### config.mk
export PLATFORM = sky130hd
export DESIGN_NAME = sram_req_arbiter_flat
export DESIGN_NICKNAME = d
export VERILOG_FILES = /design/src/rtl/sram_req_arbiter_if.sv /design/src/rtl/sram_req_arbiter.sv /design/src/flat_wrapper.sv
export SDC_FILE = /design/constraint.sdc
export NUM_CORES = 1
export LEC_CHECK = 0
export ABC_CLOCK_PERIOD_IN_PS = 2500
export BUFFER_PORTS_ARGS = -buffer_cell sky130_fd_sc_hd__buf_2
export CELL_PAD_IN_SITES_DETAIL_PLACEMENT = 2
export CELL_PAD_IN_SITES_GLOBAL_PLACEMENT = 2
export CORE_UTILIZATION = 12
export DETAILED_ROUTE_END_ITERATION = 16
export PLACE_DENSITY = 0.79
export SKIP_LAST_GASP = 1
export SYNTH_ARGS = -nofsm -noshare
export SYNTH_HDL_FRONTEND = slang
export SYNTH_SLANG_ARGS = --single-unit
### constraint.sdc
create_clock -name clk -period 2.5 [get_ports clk]
set_input_delay 0.5 -clock clk [delete_from_list [all_inputs] [get_ports clk]]
set_output_delay 0.5 -clock clk [all_outputs]
set_load 0.01 [all_outputs]
### src/rtl/sram_req_arbiter_if.sv
// SRAM-like request/response bundle used for the instruction requester, the
// data requester and the shared downstream memory port.
//   req/wr/size/wstrb/addr/wdata : request, driven by the master side
//   addr_ok                      : request accepted this cycle
//   data_ok/rdata                : response (read data or write completion)
interface sram_req_arbiter_if;
  logic        req;
  logic        wr;
  logic [1:0]  size;
  logic [3:0]  wstrb;
  logic [31:0] addr;
  logic [31:0] wdata;
  logic        addr_ok;
  logic        data_ok;
  logic [31:0] rdata;

  modport master (
    output req, wr, size, wstrb, addr, wdata,
    input  addr_ok, data_ok, rdata
  );

  modport slave (
    input  req, wr, size, wstrb, addr, wdata,
    output addr_ok, data_ok, rdata
  );
endinterface

### src/rtl/sram_req_arbiter.sv
// Shares one downstream SRAM-like port between the instruction-fetch and the
// EX-stage data requesters. Data has fixed priority over instruction. A grant
// that is not yet accepted stays locked until the downstream addr_ok arrives.
// The requester ID of every accepted transaction goes into an in-order FIFO,
// so each response goes back to the requester that issued it.
// Ports:
//   clk, resetn : clock, asynchronous active-low reset
//   inst_if     : instruction requester (slave side)
//   data_if     : data requester (slave side)
//   mem_if      : shared downstream port (master side)
//   resp_err    : sticky, set when a response arrives with no outstanding ID
module sram_req_arbiter #(
  parameter int DEPTH = 4,
  parameter int PTR_W = 2
) (
  input  logic                clk,
  input  logic                resetn,
  sram_req_arbiter_if.slave   inst_if,
  sram_req_arbiter_if.slave   data_if,
  sram_req_arbiter_if.master  mem_if,
  output logic                resp_err
);

  localparam logic ID_INST = 1'b0;
  localparam logic ID_DATA = 1'b1;
  localparam logic [PTR_W:0] FULL_CNT = (PTR_W+1)'(DEPTH);

  typedef enum logic {UNLOCKED, LOCKED} lock_state_e;

  lock_state_e      lock_q, lock_d;
  logic             lock_id_q, lock_id_d;
  logic [PTR_W-1:0] wr_ptr_q, wr_ptr_d;
  logic [PTR_W-1:0] rd_ptr_q, rd_ptr_d;
  logic [PTR_W:0]   count_q, count_d;
  logic [DEPTH-1:0] id_fifo_q, id_fifo_d;
  logic             resp_err_q, resp_err_d;

  logic grant_vld;
  logic grant_id;
  logic fifo_full;
  logic fifo_empty;
  logic head_id;
  logic push;
  logic pop;

  assign fifo_full  = (count_q == FULL_CNT);
  assign fifo_empty = (count_q == '0);
  assign head_id    = id_fifo_q[rd_ptr_q];

  // Grant is forced idle while reset is held so that no request or handshake
  // leaks out combinationally from requesters that are already asserting req.
  always_comb begin
    grant_vld = 1'b0;
    grant_id  = ID_INST;
    if (!resetn) begin
      grant_vld = 1'b0;
    end else if (lock_q == LOCKED) begin
      grant_vld = 1'b1;
      grant_id  = lock_id_q;
    end else if (data_if.req) begin
      grant_vld = 1'b1;
      grant_id  = ID_DATA;
    end else if (inst_if.req) begin
      grant_vld = 1'b1;
      grant_id  = ID_INST;
    end
  end

  // Downstream request mux; all fields are zero when nothing is granted.
  always_comb begin
    mem_if.req   = 1'b0;
    mem_if.wr    = 1'b0;
    mem_if.size  = '0;
    mem_if.wstrb = '0;
    mem_if.addr  = '0;
    mem_if.wdata = '0;
    if (grant_vld) begin
      if (grant_id == ID_DATA) begin
        mem_if.req   = data_if.req & ~fifo_full;
        mem_if.wr    = data_if.wr;
        mem_if.size  = data_if.size;
        mem_if.wstrb = data_if.wstrb;
        mem_if.addr  = data_if.addr;
        mem_if.wdata = data_if.wdata;
      end else begin
        mem_if.req   = inst_if.req & ~fifo_full;
        mem_if.wr    = inst_if.wr;
        mem_if.size  = inst_if.size;
        mem_if.wstrb = inst_if.wstrb;
        mem_if.addr  = inst_if.addr;
        mem_if.wdata = inst_if.wdata;
      end
    end
  end

  assign push = mem_if.req & mem_if.addr_ok;
  assign pop  = resetn & mem_if.data_ok & ~fifo_empty;

  // Responses are routed by the head entry as it stood before this edge's pop.
  always_comb begin
    inst_if.addr_ok = push & (grant_id == ID_INST);
    data_if.addr_ok = push & (grant_id == ID_DATA);
    inst_if.data_ok = pop & (head_id == ID_INST);
    data_if.data_ok = pop & (head_id == ID_DATA);
    inst_if.rdata   = mem_if.rdata;
    data_if.rdata   = mem_if.rdata;
  end

  assign resp_err = resp_err_q;

  // Lock FSM: hold the grant on a requester whose request is not yet accepted.
  always_comb begin
    lock_d    = lock_q;
    lock_id_d = lock_id_q;
    case (lock_q)
      UNLOCKED: begin
        if (mem_if.req && !mem_if.addr_ok) begin
          lock_d    = LOCKED;
          lock_id_d = grant_id;
        end
      end
      LOCKED: begin
        if (mem_if.req && mem_if.addr_ok) begin
          lock_d = UNLOCKED;
        end
      end
      default: lock_d = UNLOCKED;
    endcase
  end

  // ID FIFO bookkeeping and sticky error flag.
  always_comb begin
    id_fifo_d  = id_fifo_q;
    wr_ptr_d   = wr_ptr_q + PTR_W'(push);
    rd_ptr_d   = rd_ptr_q + PTR_W'(pop);
    count_d    = count_q + (PTR_W+1)'(push) - (PTR_W+1)'(pop);
    resp_err_d = resp_err_q | (mem_if.data_ok & fifo_empty);
    if (push) begin
      id_fifo_d[wr_ptr_q] = grant_id;
    end
  end

  always_ff @(posedge clk or negedge resetn) begin
    if (!resetn) begin
      lock_q     <= UNLOCKED;
      lock_id_q  <= 1'b0;
      wr_ptr_q   <= '0;
      rd_ptr_q   <= '0;
      count_q    <= '0;
      resp_err_q <= 1'b0;
    end else begin
      lock_q     <= lock_d;
      lock_id_q  <= lock_id_d;
      wr_ptr_q   <= wr_ptr_d;
      rd_ptr_q   <= rd_ptr_d;
      count_q    <= count_d;
      resp_err_q <= resp_err_d;
    end
  end

  // ID storage is only read through valid pointers, so it needs no reset.
  always_ff @(posedge clk) begin
    id_fifo_q <= id_fifo_d;
  end

endmodule

### src/flat_wrapper.sv
// flat-port wrapper written by rule: the top's interface ports become plain ports
module sram_req_arbiter_flat 
#(
  parameter int DEPTH = 4,
  parameter int PTR_W = 2
)
  (clk, resetn, resp_err, inst_if_req, inst_if_wr, inst_if_size, inst_if_wstrb, inst_if_addr, inst_if_wdata, inst_if_addr_ok, inst_if_data_ok, inst_if_rdata, data_if_req, data_if_wr, data_if_size, data_if_wstrb, data_if_addr, data_if_wdata, data_if_addr_ok, data_if_data_ok, data_if_rdata, mem_if_req, mem_if_wr, mem_if_size, mem_if_wstrb, mem_if_addr, mem_if_wdata, mem_if_addr_ok, mem_if_data_ok, mem_if_rdata);
  sram_req_arbiter_if inst_if_i ();
  sram_req_arbiter_if data_if_i ();
  sram_req_arbiter_if mem_if_i ();
  input  logic clk;
  input  logic resetn;
  output logic resp_err;
  input wire logic [$bits(inst_if_i.req)-1:0] inst_if_req;
  input wire logic [$bits(inst_if_i.wr)-1:0] inst_if_wr;
  input wire logic [$bits(inst_if_i.size)-1:0] inst_if_size;
  input wire logic [$bits(inst_if_i.wstrb)-1:0] inst_if_wstrb;
  input wire logic [$bits(inst_if_i.addr)-1:0] inst_if_addr;
  input wire logic [$bits(inst_if_i.wdata)-1:0] inst_if_wdata;
  output wire logic [$bits(inst_if_i.addr_ok)-1:0] inst_if_addr_ok;
  output wire logic [$bits(inst_if_i.data_ok)-1:0] inst_if_data_ok;
  output wire logic [$bits(inst_if_i.rdata)-1:0] inst_if_rdata;
  input wire logic [$bits(data_if_i.req)-1:0] data_if_req;
  input wire logic [$bits(data_if_i.wr)-1:0] data_if_wr;
  input wire logic [$bits(data_if_i.size)-1:0] data_if_size;
  input wire logic [$bits(data_if_i.wstrb)-1:0] data_if_wstrb;
  input wire logic [$bits(data_if_i.addr)-1:0] data_if_addr;
  input wire logic [$bits(data_if_i.wdata)-1:0] data_if_wdata;
  output wire logic [$bits(data_if_i.addr_ok)-1:0] data_if_addr_ok;
  output wire logic [$bits(data_if_i.data_ok)-1:0] data_if_data_ok;
  output wire logic [$bits(data_if_i.rdata)-1:0] data_if_rdata;
  output wire logic [$bits(mem_if_i.req)-1:0] mem_if_req;
  output wire logic [$bits(mem_if_i.wr)-1:0] mem_if_wr;
  output wire logic [$bits(mem_if_i.size)-1:0] mem_if_size;
  output wire logic [$bits(mem_if_i.wstrb)-1:0] mem_if_wstrb;
  output wire logic [$bits(mem_if_i.addr)-1:0] mem_if_addr;
  output wire logic [$bits(mem_if_i.wdata)-1:0] mem_if_wdata;
  input wire logic [$bits(mem_if_i.addr_ok)-1:0] mem_if_addr_ok;
  input wire logic [$bits(mem_if_i.data_ok)-1:0] mem_if_data_ok;
  input wire logic [$bits(mem_if_i.rdata)-1:0] mem_if_rdata;
  assign inst_if_i.req = inst_if_req;
  assign inst_if_i.wr = inst_if_wr;
  assign inst_if_i.size = inst_if_size;
  assign inst_if_i.wstrb = inst_if_wstrb;
  assign inst_if_i.addr = inst_if_addr;
  assign inst_if_i.wdata = inst_if_wdata;
  assign inst_if_addr_ok = inst_if_i.addr_ok;
  assign inst_if_data_ok = inst_if_i.data_ok;
  assign inst_if_rdata = inst_if_i.rdata;
  assign data_if_i.req = data_if_req;
  assign data_if_i.wr = data_if_wr;
  assign data_if_i.size = data_if_size;
  assign data_if_i.wstrb = data_if_wstrb;
  assign data_if_i.addr = data_if_addr;
  assign data_if_i.wdata = data_if_wdata;
  assign data_if_addr_ok = data_if_i.addr_ok;
  assign data_if_data_ok = data_if_i.data_ok;
  assign data_if_rdata = data_if_i.rdata;
  assign mem_if_req = mem_if_i.req;
  assign mem_if_wr = mem_if_i.wr;
  assign mem_if_size = mem_if_i.size;
  assign mem_if_wstrb = mem_if_i.wstrb;
  assign mem_if_addr = mem_if_i.addr;
  assign mem_if_wdata = mem_if_i.wdata;
  assign mem_if_i.addr_ok = mem_if_addr_ok;
  assign mem_if_i.data_ok = mem_if_data_ok;
  assign mem_if_i.rdata = mem_if_rdata;
  sram_req_arbiter #(.DEPTH(DEPTH), .PTR_W(PTR_W)) u_core (.clk(clk), .resetn(resetn), .inst_if(inst_if_i), .data_if(data_if_i), .mem_if(mem_if_i), .resp_err(resp_err));
endmodule
# --- Word level (Yosys, flattened, before mapping) ---
# Cells that the tools add are included.
classes:
  order_cmp: 3
  reduce_logical: 6
  n_addsub: 4
  bitwise: 16
  eq_ne: 1
  muxes: 27
ops:
  columns: ["operator", "n"]
  rows:
  - ["$mux 32", 4]
  - ["$mux 1", 15]
  - ["$and 1x1->1", 10]
  - ["$mux 4", 2]
  - ["$lt 2x3->1 const B", 2]
  - ["$not 1->1", 5]
  - ["$add 2x1->2", 2]
  - ["$bwmux 4", 1]
  - ["$mux 2", 2]
  - ["$add 3x1->3", 1]
  - ["$eq 3x3->1 const B", 1]
  - ["$logic_and 1x1->1", 3]
  - ["$logic_not 3->1", 1]
  - ["$sub 3x1->3", 1]
  - ["$bmux 1 s2", 1]
  - ["$demux 1 s2", 1]
  - ["$ge 2x1->1 const B", 1]
  - ["$pmux 1 s2", 1]
  - ["$reduce_and 2->1", 1]
  - ["$logic_not 1->1", 1]
  - ["$or 1x1->1", 1]
totals:
  inputBits: 180
  elab_cells: 64
  out_inout_bits: 141
  regBits: 14

# --- Longest topological paths before layout ---
depth:
  word_depth: 8
  depth_mapped: 10
  mapped_depth_nobuf: 10

# --- Worst setup path after synthesis ---
# No wires, ideal clock.
synth_path:
  path_kind: "flip-flop to flip-flop"
  start: "reg u_core.count_q[2]"
  end: "reg u_core.count_q[2]"
  path_slack_ps: 485
  synth_period_minus_slack_ps: 2015
  path_buffers: 0
  t_arrival_ps: 1892
  stages_incl_launch_ff: 11
  path_cell_list: "dfrtp_1 nor3_1 nand3b_1 inv_1 ha_1 inv_1 ha_1 inv_1 fa_1 xnor2_1 xnor2_1"
synth_via:
  elab_chain_cells: 8
synth_rtl:
  columns: ["item", "line_no", "text"]
  rows:
  - ["start, declared", "sram_req_arbiter.sv:34", "logic [PTR_W:0] count_q, count_d;"]
  - ["start signal, assigned", "sram_req_arbiter.sv:156", "count_q <= count_d;"]
  - ["$eq 3x3->1", "sram_req_arbiter.sv:46", "assign fifo_full = (count_q == FULL_CNT);"]
  - ["$not 1->1", "sram_req_arbiter.sv:79, sram_req_arbiter.sv:86", null]
  - ["$and 1x1->1, on equally long branches", "sram_req_arbiter.sv:86, sram_req_arbiter.sv:79", null]
  - ["$mux 1", "sram_req_arbiter.sv:78", "if (grant_id == ID_DATA) begin"]
  - ["$mux 1", "sram_req_arbiter.sv:77", "if (grant_vld) begin"]
  - ["$and 1x1->1", "sram_req_arbiter.sv:96", "assign push = mem_if.req & mem_if.addr_ok;"]
  - ["$add 3x1->3", "sram_req_arbiter.sv:136", "count_d = count_q + (PTR_W+1)'(push) - (PTR_W+1)'(pop);"]
  - ["$sub 3x1->3 (*)", "sram_req_arbiter.sv:136", null]
  - ["named net u_core.count_d[2]", "sram_req_arbiter.sv:34", null]
# Mark *: on every way through the listed nets, which the timed path passes. The rest lies on a longest branch.
# A chain may end at the register's enable or synchronous reset.

==> results.py <==
metrics = {
    "critical_path": {
        "cp_max_fo": 39,
        "worst-endpoint-required_ns": 2.00,
        "crit_family": "flip-flops",
        "max_stage_delay_ns": 0.47,
        "start_kind": "flip-flop",
        "critPathArrivalTime_ns": 1.85,
        "crit_type": "reg -> out",
        "path_buf_inv": 2,
        "cp-end-kind": "output pin",
        "path_cells": "mux2_4 -> nand2_4 -> buf_12 -> nand2_1 -> a21oi_1 -> buf_2",
        "slowest_stage": "dfrtp_1",
    },
    "global_routing": {
        "grt.total_usage_pct": 10.2,
        "grt_busiest_layer": "met2",
        "antenna_found_initial": 0,
        "grtUsageMet2_pct": 19.4,
        "grtUsageMet3_pct": 3.01,
        "overflow": 0,
        "grt_pass1_vias": 3188,
        "grt_pass1_wl_mm": 16.0,
        "use_met1_pct": 10.9,
        "grt_max_degree": 40,
    },
    "placed_design": {
        "place_area_mm2": 0.00313,
        "pre_cts_ws_ns": 0.263,
        "hpwl_mm": 8.54,
        "io_buffers": 224,
        "routabilityCongestion": 0.726,
    },
    "floorplanning": {
        "top_level_ports": 321,
        "core-area_mm2": 0.0180,
        "die_area_mm2": 0.0191,
        "die_x_um": 138,
        "initial_core_util_pct": 12.3,
        "die_h_um": 138,
        "rows": 49,
    },
    "routing": {
        "route.detailed.drc": 0,
        "ant_nets": 0,
        "routed_wl_mm": 10.1,
        "wl_per_cell_um": 13.7,
        "drtPass1Iterations": 3,
        "drt_iter0_markers": 42,
        "vias_per_cell": 3.90,
        "vias": 2866,
    },
    "synth": {
        "synthMuxAreaShare_pct": 2.65,
        "synth_top_family_by_area": "buffers and inverters",
        "synth_compound_area_share_pct": 17.8,
        "synth-simple-area-share_pct": 28.7,
        "synthCells": 354,
        "mappedNetlistNets": 539,
        "syn_area_mm2": 0.00222,
        "syn_avg_cell_area_um2": 6.27,
        "synthDistinctLibCells": 30,
        "synth_seq_cells": 14,
        "synthXorXnorAreaFrac_pct": 1.58,
        "synth-warning-count": 0,
        "synthAdderAreaFrac_pct": 3.15,
        "ys_seq_area_share_pct": 16.7,
    },
    "layout": {
        "areaGrowthSynthToFinish_pct": 44.5,
        "drive_gt1_share_pct": 48.5,
        "fin_area_mm2": 0.00321,
        "fin_nets": 691,
        "antenna_cells": 0,
        "final_common_cell": "buf_2",
        "final_cell_mix": "224 x buf_2, 143 x nand2_1, 71 x a21oi_1, 10 x dfrtp_1, 6 x inv_1",
        "num-fill-cells": 2303,
    },
    "clock_network": {
        "clk_latency_ns": 0.24,
        "cts.sinks": 14,
        "cts_buffers": 3,
        "post_cts_buffers": 0,
        "clk_path_buf_depth": 2,
        "htreeDepth": 1,
        "cts_tree": "yes",
        "cts_hold_buffers": 0,
        "postCtsResizedCells": 0,
        "path_clk_slew_ns": 0.04,
        "ctsRootBufferMaster": "clkbuf_16",
    },
    "sta": {
        "finalSetupViolCount": 0,
        "fin_crit_ns": 2.35,
        "worst_hold_slack_ns": 0.100,
        "fmax_mhz": 426,
        "slew_headroom_pct": 79.2,
        "rsz0062_at_grt": "false",
        "tns_ns": 0,
        "slew_viol_final": 0,
        "hold_violations": 0,
        "finClkSkew_ns": 0.00118,
        "worst_slew_pin_slew_ns": 0.313,
        "layout_setup_ws_ns": 0.155,
        "fin_crit_sh_pct": 93.8,
    },
    "outcome": {
        "status": "finished, final reports clean",
    },
    "power_and_ir_drop": {
        "pwr_density_cell_mw_per_mm2": 626,
        "p_total_mw": 2.01,
        "ir_drop_v": 0.000235,
        "leakage_nw": 1.81,
    },
    "hold_path": {
        "hold_path_class": "in -> async",
    },
    "run": {
        "cap_viol_max_count": 0,
    },
}
[path summary, 6_finish.rpt]
kind                                                   from                     endpoint  slack, ns  cells after the start
worst max register to register  u_core.count_q[2]$_DFF_PN0_  u_core.count_q[2]$_DFF_PN0_       0.26                     10
max in group asynchronous                            resetn  u_core.count_q[0]$_DFF_PN0_       2.07                      2
worst min register to register    u_core.resp_err$_DFF_PN0_    u_core.resp_err$_DFF_PN0_       0.45                      1
min in group clk                  u_core.resp_err$_DFF_PN0_    u_core.resp_err$_DFF_PN0_       0.45                      1
worst max-delay path                              flip-flop             mem_if_wdata[10]       0.15                      6
worst min-delay path                                 resetn                    async pin       0.10                      1
[synthesized netlist by cell type (all sizes together)]
master,instances,area share [%]
and3,1,0.28
o31ai,1,0.56
edfxtp,4,5.4
buf,78,27
or3b,2,0.79
nor3,2,0.45
a21boi,1,0.34
dfrtp,10,11
o2111a,1,0.56
mux2i,1,0.45
a21o,1,0.34
inv,8,1.4
xor2,2,0.79
nor2b,1,0.28
ha,4,2.3
fa,1,0.90
mux2,2,1.2
a21oi,71,16
nor2,4,0.68
nand2,145,25
clkbuf,8,1.4
mux4,1,1.0
xnor2,2,0.79
nor3b,2,0.68
nand3b,1,0.34
[worst register-to-register path: stages (launching register included)]
cell,delay [ns]
dfrtp_1,0.40
nor3_1,0.28
nand3b_1,0.20
inv_1,0.07
ha_1,0.27
inv_1,0.06
ha_1,0.13
inv_1,0.05
fa_1,0.37
xnor2_1,0.19
xnor2_1,0.14
[logic make-up after synthesis]
kind of cell	Yosys count
AND/OR/NAND/NOR	158
buffers and inverters	94
AO/OA/AOI/OAI	75
flip-flops	14
adder cells (fa/ha/maj)	5
XOR/XNOR	4
multiplexers	4
[registers in the layout (all words and copies together), names as in the netlist, named ones only]
register and count:
u_core.resp_err 1, u_core.lock_id_q 1, u_core.id_fifo_q 4, u_core.wr_ptr_q 2, u_core.count_q 3, u_core.rd_ptr_q 2
[per-layer routing]
| metal | part of all wire [%] | wire [um] |
|---|---|---|
| met1 | 38 | 3830 |
| met2 | 50 | 5080 |
| met3 | 9.5 | 954 |
| met4 | 2.0 | 204 |
| met5 | 0 | 0 |
[through the flow]
stage / utilization (%) / cells
floorplan: - / 354
global placement: 17.4 / 730
detailed placement: 17.4 / 730
CTS: 17.8 / 734
global route: 17.8 / 734
finish: 17.8 / 734
[cell type report]
cell class / count / area, um^2 / area share [%]
Timing Repair Buffer: 233 / 1240 / 38.6
Multi-Input combinational cell: 246 / 1200 / 37.5
Sequential cell: 14 / 370 / 11.5
Tap cell: 229 / 287 / 8.93
Clock buffer: 3 / 75.1 / 2.34
Inverter: 8 / 30.0 / 0.936
Clock inverter: 1 / 3.75 / 0.117
[report_power, final]
group          switching, mW  internal (mW)
clock network         0.0871          0.211
registers             0.0954          0.331
logic                  0.731          0.555
No activity file was read; power rests on OpenSTA's default activity.
